[config.mk]
export PLATFORM = sky130hd
export DESIGN_NAME = seg_scan
export DESIGN_NICKNAME = d
export VERILOG_FILES = /design/src/rtl/seg_pkg.sv /design/src/rtl/seg_decode.sv /design/src/rtl/seg_scan.sv
export SDC_FILE = /design/constraint.sdc
export NUM_CORES = 1
export LEC_CHECK = 0
export CORE_UTILIZATION = 56
export DETAILED_ROUTE_END_ITERATION = 16
export PLACE_DENSITY = 0.91
export REMOVE_ABC_BUFFERS = 1
export SLEW_MARGIN = 20
export SYNTH_ARGS = -nofsm -noshare
export SYNTH_HDL_FRONTEND = slang
export SYNTH_SLANG_ARGS = --single-unit
export TNS_END_PERCENT = 5
[constraint.sdc]
create_clock -name CP -period 5 [get_ports CP]
set_input_delay 1 -clock CP [delete_from_list [all_inputs] [get_ports CP]]
set_output_delay 1 -clock CP [all_outputs]
set_load 0.02 [all_outputs]
[src/rtl/seg_pkg.sv]
// Shared constants for the seg_scan display driver: digit codes, segment patterns, digit count.
// Patterns are active-high, bit order g..a (bit 0 = segment a).
package seg_pkg;

    localparam int NDIG = 8;

    typedef logic [3:0] code_t;
    typedef logic [6:0] pat_t;

    localparam code_t CODE_AM    = 4'hA;
    localparam code_t CODE_PM    = 4'hB;
    localparam code_t CODE_BLANK = 4'hC;
    localparam code_t CODE_DASH  = 4'hD;
    localparam code_t CODE_H     = 4'hE;

    localparam pat_t PAT_0     = 7'h3F;
    localparam pat_t PAT_1     = 7'h06;
    localparam pat_t PAT_2     = 7'h5B;
    localparam pat_t PAT_3     = 7'h4F;
    localparam pat_t PAT_4     = 7'h66;
    localparam pat_t PAT_5     = 7'h6D;
    localparam pat_t PAT_6     = 7'h7D;
    localparam pat_t PAT_7     = 7'h07;
    localparam pat_t PAT_8     = 7'h7F;
    localparam pat_t PAT_9     = 7'h6F;
    localparam pat_t PAT_A     = 7'h77;
    localparam pat_t PAT_P     = 7'h73;
    localparam pat_t PAT_BLANK = 7'h00;
    localparam pat_t PAT_DASH  = 7'h40;
    localparam pat_t PAT_H     = 7'h76;
    localparam pat_t PAT_F     = 7'h00;

endpackage

[src/rtl/seg_decode.sv]
// Combinational digit-code to active-high seven-segment pattern decoder.
module seg_decode
    import seg_pkg::*;
(
    input  logic [3:0] code,
    output logic [6:0] pattern
);

    always_comb begin
        pattern = PAT_F;
        case (code)
            4'h0:       pattern = PAT_0;
            4'h1:       pattern = PAT_1;
            4'h2:       pattern = PAT_2;
            4'h3:       pattern = PAT_3;
            4'h4:       pattern = PAT_4;
            4'h5:       pattern = PAT_5;
            4'h6:       pattern = PAT_6;
            4'h7:       pattern = PAT_7;
            4'h8:       pattern = PAT_8;
            4'h9:       pattern = PAT_9;
            CODE_AM:    pattern = PAT_A;
            CODE_PM:    pattern = PAT_P;
            CODE_BLANK: pattern = PAT_BLANK;
            CODE_DASH:  pattern = PAT_DASH;
            CODE_H:     pattern = PAT_H;
            default:    pattern = PAT_F;
        endcase
    end

endmodule

[src/rtl/seg_scan.sv]
// Time-multiplexed 8-digit seven-segment driver with frame-coherent input latching.
// Optional digit blinking is built when SEG_BLINK_EN is defined.
module seg_scan
    import seg_pkg::*;
#(
    parameter int SCAN_DIV  = 100000,
    parameter int BLINK_DIV = 250
) (
    input  logic        CP,
    input  logic        RST,
    input  logic [31:0] DATA,
    input  logic [7:0]  DP_MASK,
    input  logic [7:0]  BLINK,
    input  logic        EN,
    output logic [7:0]  AN,
    output logic [6:0]  SEG,
    output logic        DP,
    output logic        FRAME
);

    localparam int PW = (SCAN_DIV > 1) ? $clog2(SCAN_DIV) : 1;

    logic [PW-1:0] pcnt_q, pcnt_d;
    logic [2:0]    idx_q, idx_d;
    logic [31:0]   shadow_data_q, shadow_data_d;
    logic [7:0]    shadow_dp_q, shadow_dp_d;
    logic [7:0]    an_q, an_d;
    logic [6:0]    seg_q, seg_d;
    logic          dp_q, dp_d;
    logic          frame_q, frame_d;

    logic          tick;
    logic          frame_tick;
    logic [3:0]    cur_code;
    logic [6:0]    cur_pat;

`ifdef SEG_BLINK_EN
    localparam int BW = (BLINK_DIV > 1) ? $clog2(BLINK_DIV) : 1;

    logic [BW-1:0] bcnt_q, bcnt_d;
    logic          phase_q, phase_d;
    logic [7:0]    shadow_blink_q, shadow_blink_d;
    logic          bwrap;
`else
    logic          unused_blink;
    assign unused_blink = ^BLINK;
`endif

    assign tick       = (pcnt_q == PW'(SCAN_DIV - 1));
    assign frame_tick = tick && (idx_q == 3'd7);
    assign cur_code   = shadow_data_q[{idx_q, 2'b00} +: 4];

    seg_decode u_decode (
        .code    (cur_code),
        .pattern (cur_pat)
    );

    always_comb begin
        pcnt_d        = tick ? '0 : pcnt_q + PW'(1);
        idx_d         = tick ? idx_q + 3'd1 : idx_q;
        shadow_data_d = frame_tick ? DATA    : shadow_data_q;
        shadow_dp_d   = frame_tick ? DP_MASK : shadow_dp_q;
        frame_d       = frame_tick;
        // Outputs follow the idx/shadow values held now, so they lag idx by one cycle.
        an_d          = EN ? ~(8'h01 << idx_q) : 8'hFF;
        seg_d         = ~cur_pat;
        dp_d          = ~shadow_dp_q[idx_q];
`ifdef SEG_BLINK_EN
        bwrap          = (bcnt_q == BW'(BLINK_DIV - 1));
        bcnt_d         = bcnt_q;
        phase_d        = phase_q;
        if (tick) begin
            bcnt_d  = bwrap ? '0 : bcnt_q + BW'(1);
            phase_d = bwrap ? ~phase_q : phase_q;
        end
        shadow_blink_d = frame_tick ? BLINK : shadow_blink_q;
        if (phase_q && shadow_blink_q[idx_q]) begin
            seg_d = 7'h7F;
            dp_d  = 1'b1;
        end
`endif
    end

    always_ff @(posedge CP) begin
        if (RST) begin
            pcnt_q         <= '0;
            idx_q          <= 3'd0;
            shadow_data_q  <= {NDIG{CODE_BLANK}};
            shadow_dp_q    <= 8'h00;
            an_q           <= 8'hFF;
            seg_q          <= 7'h7F;
            dp_q           <= 1'b1;
            frame_q        <= 1'b0;
`ifdef SEG_BLINK_EN
            bcnt_q         <= '0;
            phase_q        <= 1'b0;
            shadow_blink_q <= 8'h00;
`endif
        end else begin
            pcnt_q         <= pcnt_d;
            idx_q          <= idx_d;
            shadow_data_q  <= shadow_data_d;
            shadow_dp_q    <= shadow_dp_d;
            an_q           <= an_d;
            seg_q          <= seg_d;
            dp_q           <= dp_d;
            frame_q        <= frame_d;
`ifdef SEG_BLINK_EN
            bcnt_q         <= bcnt_d;
            phase_q        <= phase_d;
            shadow_blink_q <= shadow_blink_d;
`endif
        end
    end

    assign AN    = an_q;
    assign SEG   = seg_q;
    assign DP    = dp_q;
    assign FRAME = frame_q;

endmodule
==> qor.txt, run 1 <==
Share of cells above drive strength 1 - 0.0890
F_max - 0.314 GHz
CTS Buffer Depth - 2
Total track usage - 0.280
Seq/Total Area, Yosys - 0.429
TritonCTS Buffers - 9
Antenna viol nets, final - 0
Critical path capture point type - flip-flop
Via count - 3138
RSZ-0062 raised after global routing - false
Average routed wire per standard cell - 17.1 um
Hold Path Class - flip-flop to flip-flop
Port Buffers - 59
Worst-path cell chain - ha_1 > ha_1 > clkinv_1 > nor3_4 > o211ai_1
Rows - 28
Via density per instance - 6.25
Final slew viol count - 0
CP peak stage delay - 0.90 ns
Num ports - 68
Most used cell, CP - ha_1
Maxcap violations - 0
Register area - 0.00154 mm2
Top FF cell, synth - dfxtp_1
Commonest non-fill, non-tap cell in the layout - dfxtp_1
Power Density - 269 mW/mm2
Leak - 0.00162 uW
Diodes inserted - 0
Yosys top cell area share - 0.429
Final TNS setup - 0 ns
Skew-Pair Late Insertion Delay - 0.35 ns
Core Footprint - 0.00606 mm2
Post-synth EDFFs - 0
Gpl congestion - 0.874
Max FO, Critical Path - 26
H-tree levels - 3
Dpl cells - 487
Status - finished clean
Most frequent cells in the layout - dfxtp_1, clkdlybuf4s50_1, nand4_1
Mapped Cells - 381
Clock tree sinks - 77
Final number of hold-violating endpoints - 0
Setup Viol. Count Final - 0
CTS clk-pin slew, worst paths - 0.08 ns
First-pass iteration count of the detailed router - 5
Die span in x - 82.1 um
Layout area overhead - 22.0%
Top Layer Used - met4
Vias in the first global route - 2964
Max_slew headroom - 0.416
Synthesized cell area - 0.00359 mm2
Pin count of the biggest net entering global routing - 42
Metal3 WL - 525 um
Crit-path slowest cell - dfxtp_1
Final worst-path cycle share - 0.637
Filler cell count - 431
Cts repair resizes - 0
Starting Density - 0.593
Initial antenna violation count - 0
Met2 WL - 4.37 mm
Async SR Flop Fraction - 0
Root buf cell - clkbuf_8
Final nets - 486
Routed WL - 8.60 mm
Mean Syn Cell Area - 9.43 um2
WP data arrival - 3.37 ns
Synthesis warning total - 0
Netlist cell types - 47
Hpwl dp - 5.48 mm
First-pass GRT wire length - 14.1 mm
CTS tree - built
Met1 wire length - 3.53 mm
Multi-input gate area in the final layout - 0.00182 mm2
CP Launch Type - flip-flop
#FFs+latches synth - 77
Worst-margin pin slew - 0.875 ns
Synth area leader - dfxtp_1
Post-CTS setup buffer count - 0
Kind of critical path - flip-flop to flip-flop
Hold_buf cts - 0
Largest cells by area after synthesis - dfxtp_1, nand4_1, mux4_2
Max rail drop VDD - 0.195 mV
DIE HEIGHT - 82.1 um
Residual DRC - 0
Final core utilization - 0.724
Initial DRC Count - 243
Layout Skew - 0.0119 ns
WP data required - 5.18 ns
DIE AREA - 0.00674 mm2
Final non-filler cell total - 502
Pwr Total - 1180 uW
Min Tclk post-route - 3.19 ns
Total congestion overflow - 0
-- cells in the mapped netlist (5+ instances only) --
master,instances
dfxtp_1,77
nand4_1,46
a21oi_1,31
o31ai_1,25
inv_1,22
clkbuf_1,21
nor2_1,17
o211ai_1,16
nand2_1,15
ha_1,12
mux4_2,10
nand3_1,10
o21ai_0,9
buf_2,6
xor2_1,6
mux2i_1,5
xnor2_1,5
-- final cells by class --
cell class              count  area share
clock buffers              11      0.0322
clock inverters             4      0.0165
inverters                  24      0.0205
multi-input cells         247       0.415
flip-flops and latches     77       0.351
well taps                  75      0.0214
repair buffers             64       0.143
-- worst max-delay path: cells and delay by family (launching register included) --
kind	cells	cell delay [ns]
flops	1	0.90
compound gates	1	0.15
simple gates	1	0.82
buf+inv	1	0.62
fa+ha+maj	2	0.53
-- cell families (layout without fill, tap and decap cells) --
| logic type | count (synthesis) | count (layout) | synth area share |
|---|---|---|---|
| buffers and inverters | 57 | 103 | 0.0679 |
| flip-flops | 77 | 77 | 0.429 |
| multiplexers | 17 | 17 | 0.0828 |
| XOR/XNOR | 11 | 11 | 0.0268 |
| AND/OR/NAND/NOR | 119 | 119 | 0.193 |
| AO/OA/AOI/OAI | 88 | 88 | 0.159 |
| adder cells (fa/ha/maj) | 12 | 12 | 0.0418 |
-- where the power goes --
part / switching, uW / leakage, uW / internal (uW)
clock network: 220 / 0.000105 / 291
registers: 2.89 / 0.000622 / 615
logic: 18.2 / 0.000894 / 33.5
total: 241 / 0.00162 / 940
-- state kept, by name, indices dropped and copies added (netlist names) --
name / flops
AN: 8
DP: 1
FRAME: 1
SEG: 7
idx_q: 3
pcnt_q: 17
shadow_data_q: 32
shadow_dp_q: 8
-- metal layers --
metal  vias up  GRT usage
li1       1507          -
met1      1493      0.337
met2       123      0.479
met3        15     0.0758
met4         0     0.0982
met5         -          0
-- through the flow --
| stage | hold WS (ns) | setup WS (ns) | area (um2) |
|---|---|---|---|
| floorplan | 0.435 | 1.59 | 3440 |
| global placement | 0.450 | 2.00 | 4170 |
| detailed placement | 0.457 | 1.86 | 4170 |
| CTS | 0.468 | 1.79 | 4390 |
| global route | 0.492 | 1.51 | 4390 |
| finish | 0.473 | 1.81 | 4390 |
-- final timing paths --
kind	from	endpoint	slack [ns]	depth (start not counted)
worst max register to register	idx_q[0]$_SDFFE_PP0N_	shadow_data_q[15]$_SDFFE_PP1P_	1.81	5
worst min-delay path	shadow_dp_q[7]$_SDFFE_PP0P_	shadow_dp_q[7]$_SDFFE_PP0P_	0.47	2
worst max-delay path	idx_q[0]$_SDFFE_PP0N_	shadow_data_q[15]$_SDFFE_PP1P_	1.81	5
worst min register to register	shadow_dp_q[7]$_SDFFE_PP0P_	shadow_dp_q[7]$_SDFFE_PP0P_	0.47	2
Power figures use the tool's default switching activity.
==> run 2, diff against run 1 <==
CORE_UTILIZATION = 52   (was 56)
PLACE_DENSITY = 0.86   (was 0.91)
clock period = 3.2 ns   (was 5 ns; I/O delays follow)
==> run 2 against run 1 <==
Flip-flop and latch count unchanged. Total power increased by 43%. Clock skew decreased by 0.0063 ns. Largest cell class unchanged.
==> qor.txt, run 2 (synthesis gave the netlist of run 1 again) <==
Status - finished clean
Crit path max-delay family - multiplexers
Hold Path Sink - shadow_data_q[9]$_SDFFE_PP0P_
Clock tree sinks - 77
Average routed wire per standard cell - 15.6 um
Total congestion overflow - 0
First-pass GRT wire length - 13.4 mm
Reg2Reg Capture Point - SEG[4]$_SDFF_PP1_
CTS tree - built
Die span in x - 85.1 um
Power Density - 385 mW/mm2
CTS clk-pin slew, worst paths - 0.08 ns
Final core utilization - 0.677
Skew-Pair Late Insertion Delay - 0.35 ns
Buf/Inv on CP - 2
Initial DRC Count - 229
Largest register FFs - 32
Final slew viol count - 0
Max FO, Critical Path - 11
RSZ-0062 raised after global routing - false
Layout area overhead - 22.3%
F_max - 0.390 GHz
Vias in the first global route - 2980
First-pass iteration count of the detailed router - 5
WP data arrival - 2.81 ns
R2r setup slk - 0.64 ns
Hold Crit Start - shadow_data_q[9]$_SDFFE_PP0P_
Num ports - 68
Share of cells above drive strength 1 - 0.104
Final worst-path cycle share - 0.801
Setup Viol. Count Final - 0
Top reg by flops - shadow_data_q
Via count - 3089
Worst-margin pin slew - 0.637 ns
Regs by FF count - shadow_data_q: 32 flops, pcnt_q: 17 flops
Initial antenna violation count - 0
Final nets - 492
Critical path capture point type - flip-flop
Post-CTS setup buffer count - 0
DIE HEIGHT - 85.1 um
DIE AREA - 0.00725 mm2
Pin count of the biggest net entering global routing - 45
Total track usage - 0.232
Min Tclk post-route - 2.56 ns
FF-to-FF path depth - 7
Worst-path cell chain - buf_4 > mux4_2 > mux2i_1 > inv_1 > ha_1 > nand2b_1 > a31o_2
Max_slew headroom - 0.575
Antenna viol nets, final - 0
CP startpoint - idx_q[0]$_SDFFE_PP0N_
Gpl congestion - 0.856
Max rail drop VDD - 0.284 mV
Routed WL - 7.97 mm
H-tree levels - 3
Maxcap violations - 0
Via density per instance - 6.05
Core Footprint - 0.00649 mm2
CP Launch Type - flip-flop
Root buf cell - clkbuf_8
WP data required - 3.45 ns
Starting Density - 0.553
Hpwl dp - 5.28 mm
Final number of hold-violating endpoints - 0
Diodes inserted - 0
Leak - 0.00163 uW
Rows - 29
Hold_buf cts - 0
Hold Path Class - flip-flop to flip-flop
Commonest non-fill, non-tap cell in the layout - dfxtp_1
Final setup margin - 0.637 ns
Hold path depth - 2
Residual DRC - 0
Cts repair resizes - 0
Kind of critical path - flip-flop to flip-flop
CTS Buffer Depth - 2
Layout Skew - 0.00568 ns
Reg-to-Reg Start - idx_q[0]$_SDFFE_PP0N_
Port Buffers - 59
TritonCTS Buffers - 9
Crit-path slowest cell - mux4_2
Most frequent cells in the layout - dfxtp_1, clkdlybuf4s50_1, nand4_1
Worst slack at placement - 0.637 ns
CP peak stage delay - 0.52 ns
-- run 2: cell types whose count changed in the layout (fill, tap and decap cells not counted) --
cell        before  now
buf_4            5   11
bufinv_16        2    0
clkinv_2         1    3
clkbuf_1         1    0
clkinv_4         0    1
clkinvlp_4       1    2
or4b_1           0    1
or4b_2           1    0
-- run 2: metrics by stage --
step           instances  power (uW)  area [um2]  hold slack, ns  TNS (ns)
2_1_floorplan        348        1000        3440           0.435     -3.36
3_3_place_gp         495        1070        4220           0.449         0
3_5_place_dp         495        1070        4220           0.458         0
4_1_cts              511        1710        4400           0.472         0
5_1_grt              511        1750        4400           0.483         0
6_report             511        1690        4400           0.469         0
-- run 2: power by group --
part	switching, uW	internal, uW	total [uW]
sequential	4.51	961	966
combinational	30.0	53.7	83.7
clock	345	299	644
-- run 2: layout make-up --
class	instances	area, um2
timing repair buffer	70	673
inverter	24	90.1
multi-input combinational	247	1820
tap	77	96.3
clock buffer	10	138
sequential	77	1540
clock inverter	6	38.8
fill	500	2100
-- run 2: worst reg2reg max path, delay by kind of cell, from the launching register on --
family	cells	cell delay (ns)
DFF	1	0.46
AOI/OAI and AO/OA	1	0.22
adders and majority gates	1	0.26
buffers and inverters	2	0.42
and+or+nand+nor	1	0.15
muxes	2	0.95
-- run 2: layer usage --
| metal | track usage | wire (um) | up-vias |
|---|---|---|---|
| met5 | 0 | 0 | - |
| met4 | 0.0647 | 143 | 0 |
| met3 | 0.0710 | 379 | 17 |
| met2 | 0.389 | 3900 | 80 |
| met1 | 0.290 | 3540 | 1480 |
| li1 | - | - | 1512 |
-- run 2: worst max path at each step --
stage	to	slack, ns	cells after the start
after floorplan	shadow_data_q[10]$_SDFFE_PP1P_	-0.21	5
after global placement	SEG[6]$_SDFF_PP1_	0.71	6
after detailed placement	SEG[6]$_SDFF_PP1_	0.64	6
after CTS	SEG[6]$_SDFF_PP1_	0.62	6
after global routing	SEG[6]$_SDFF_PP1_	0.41	6
final	SEG[4]$_SDFF_PP1_	0.64	7
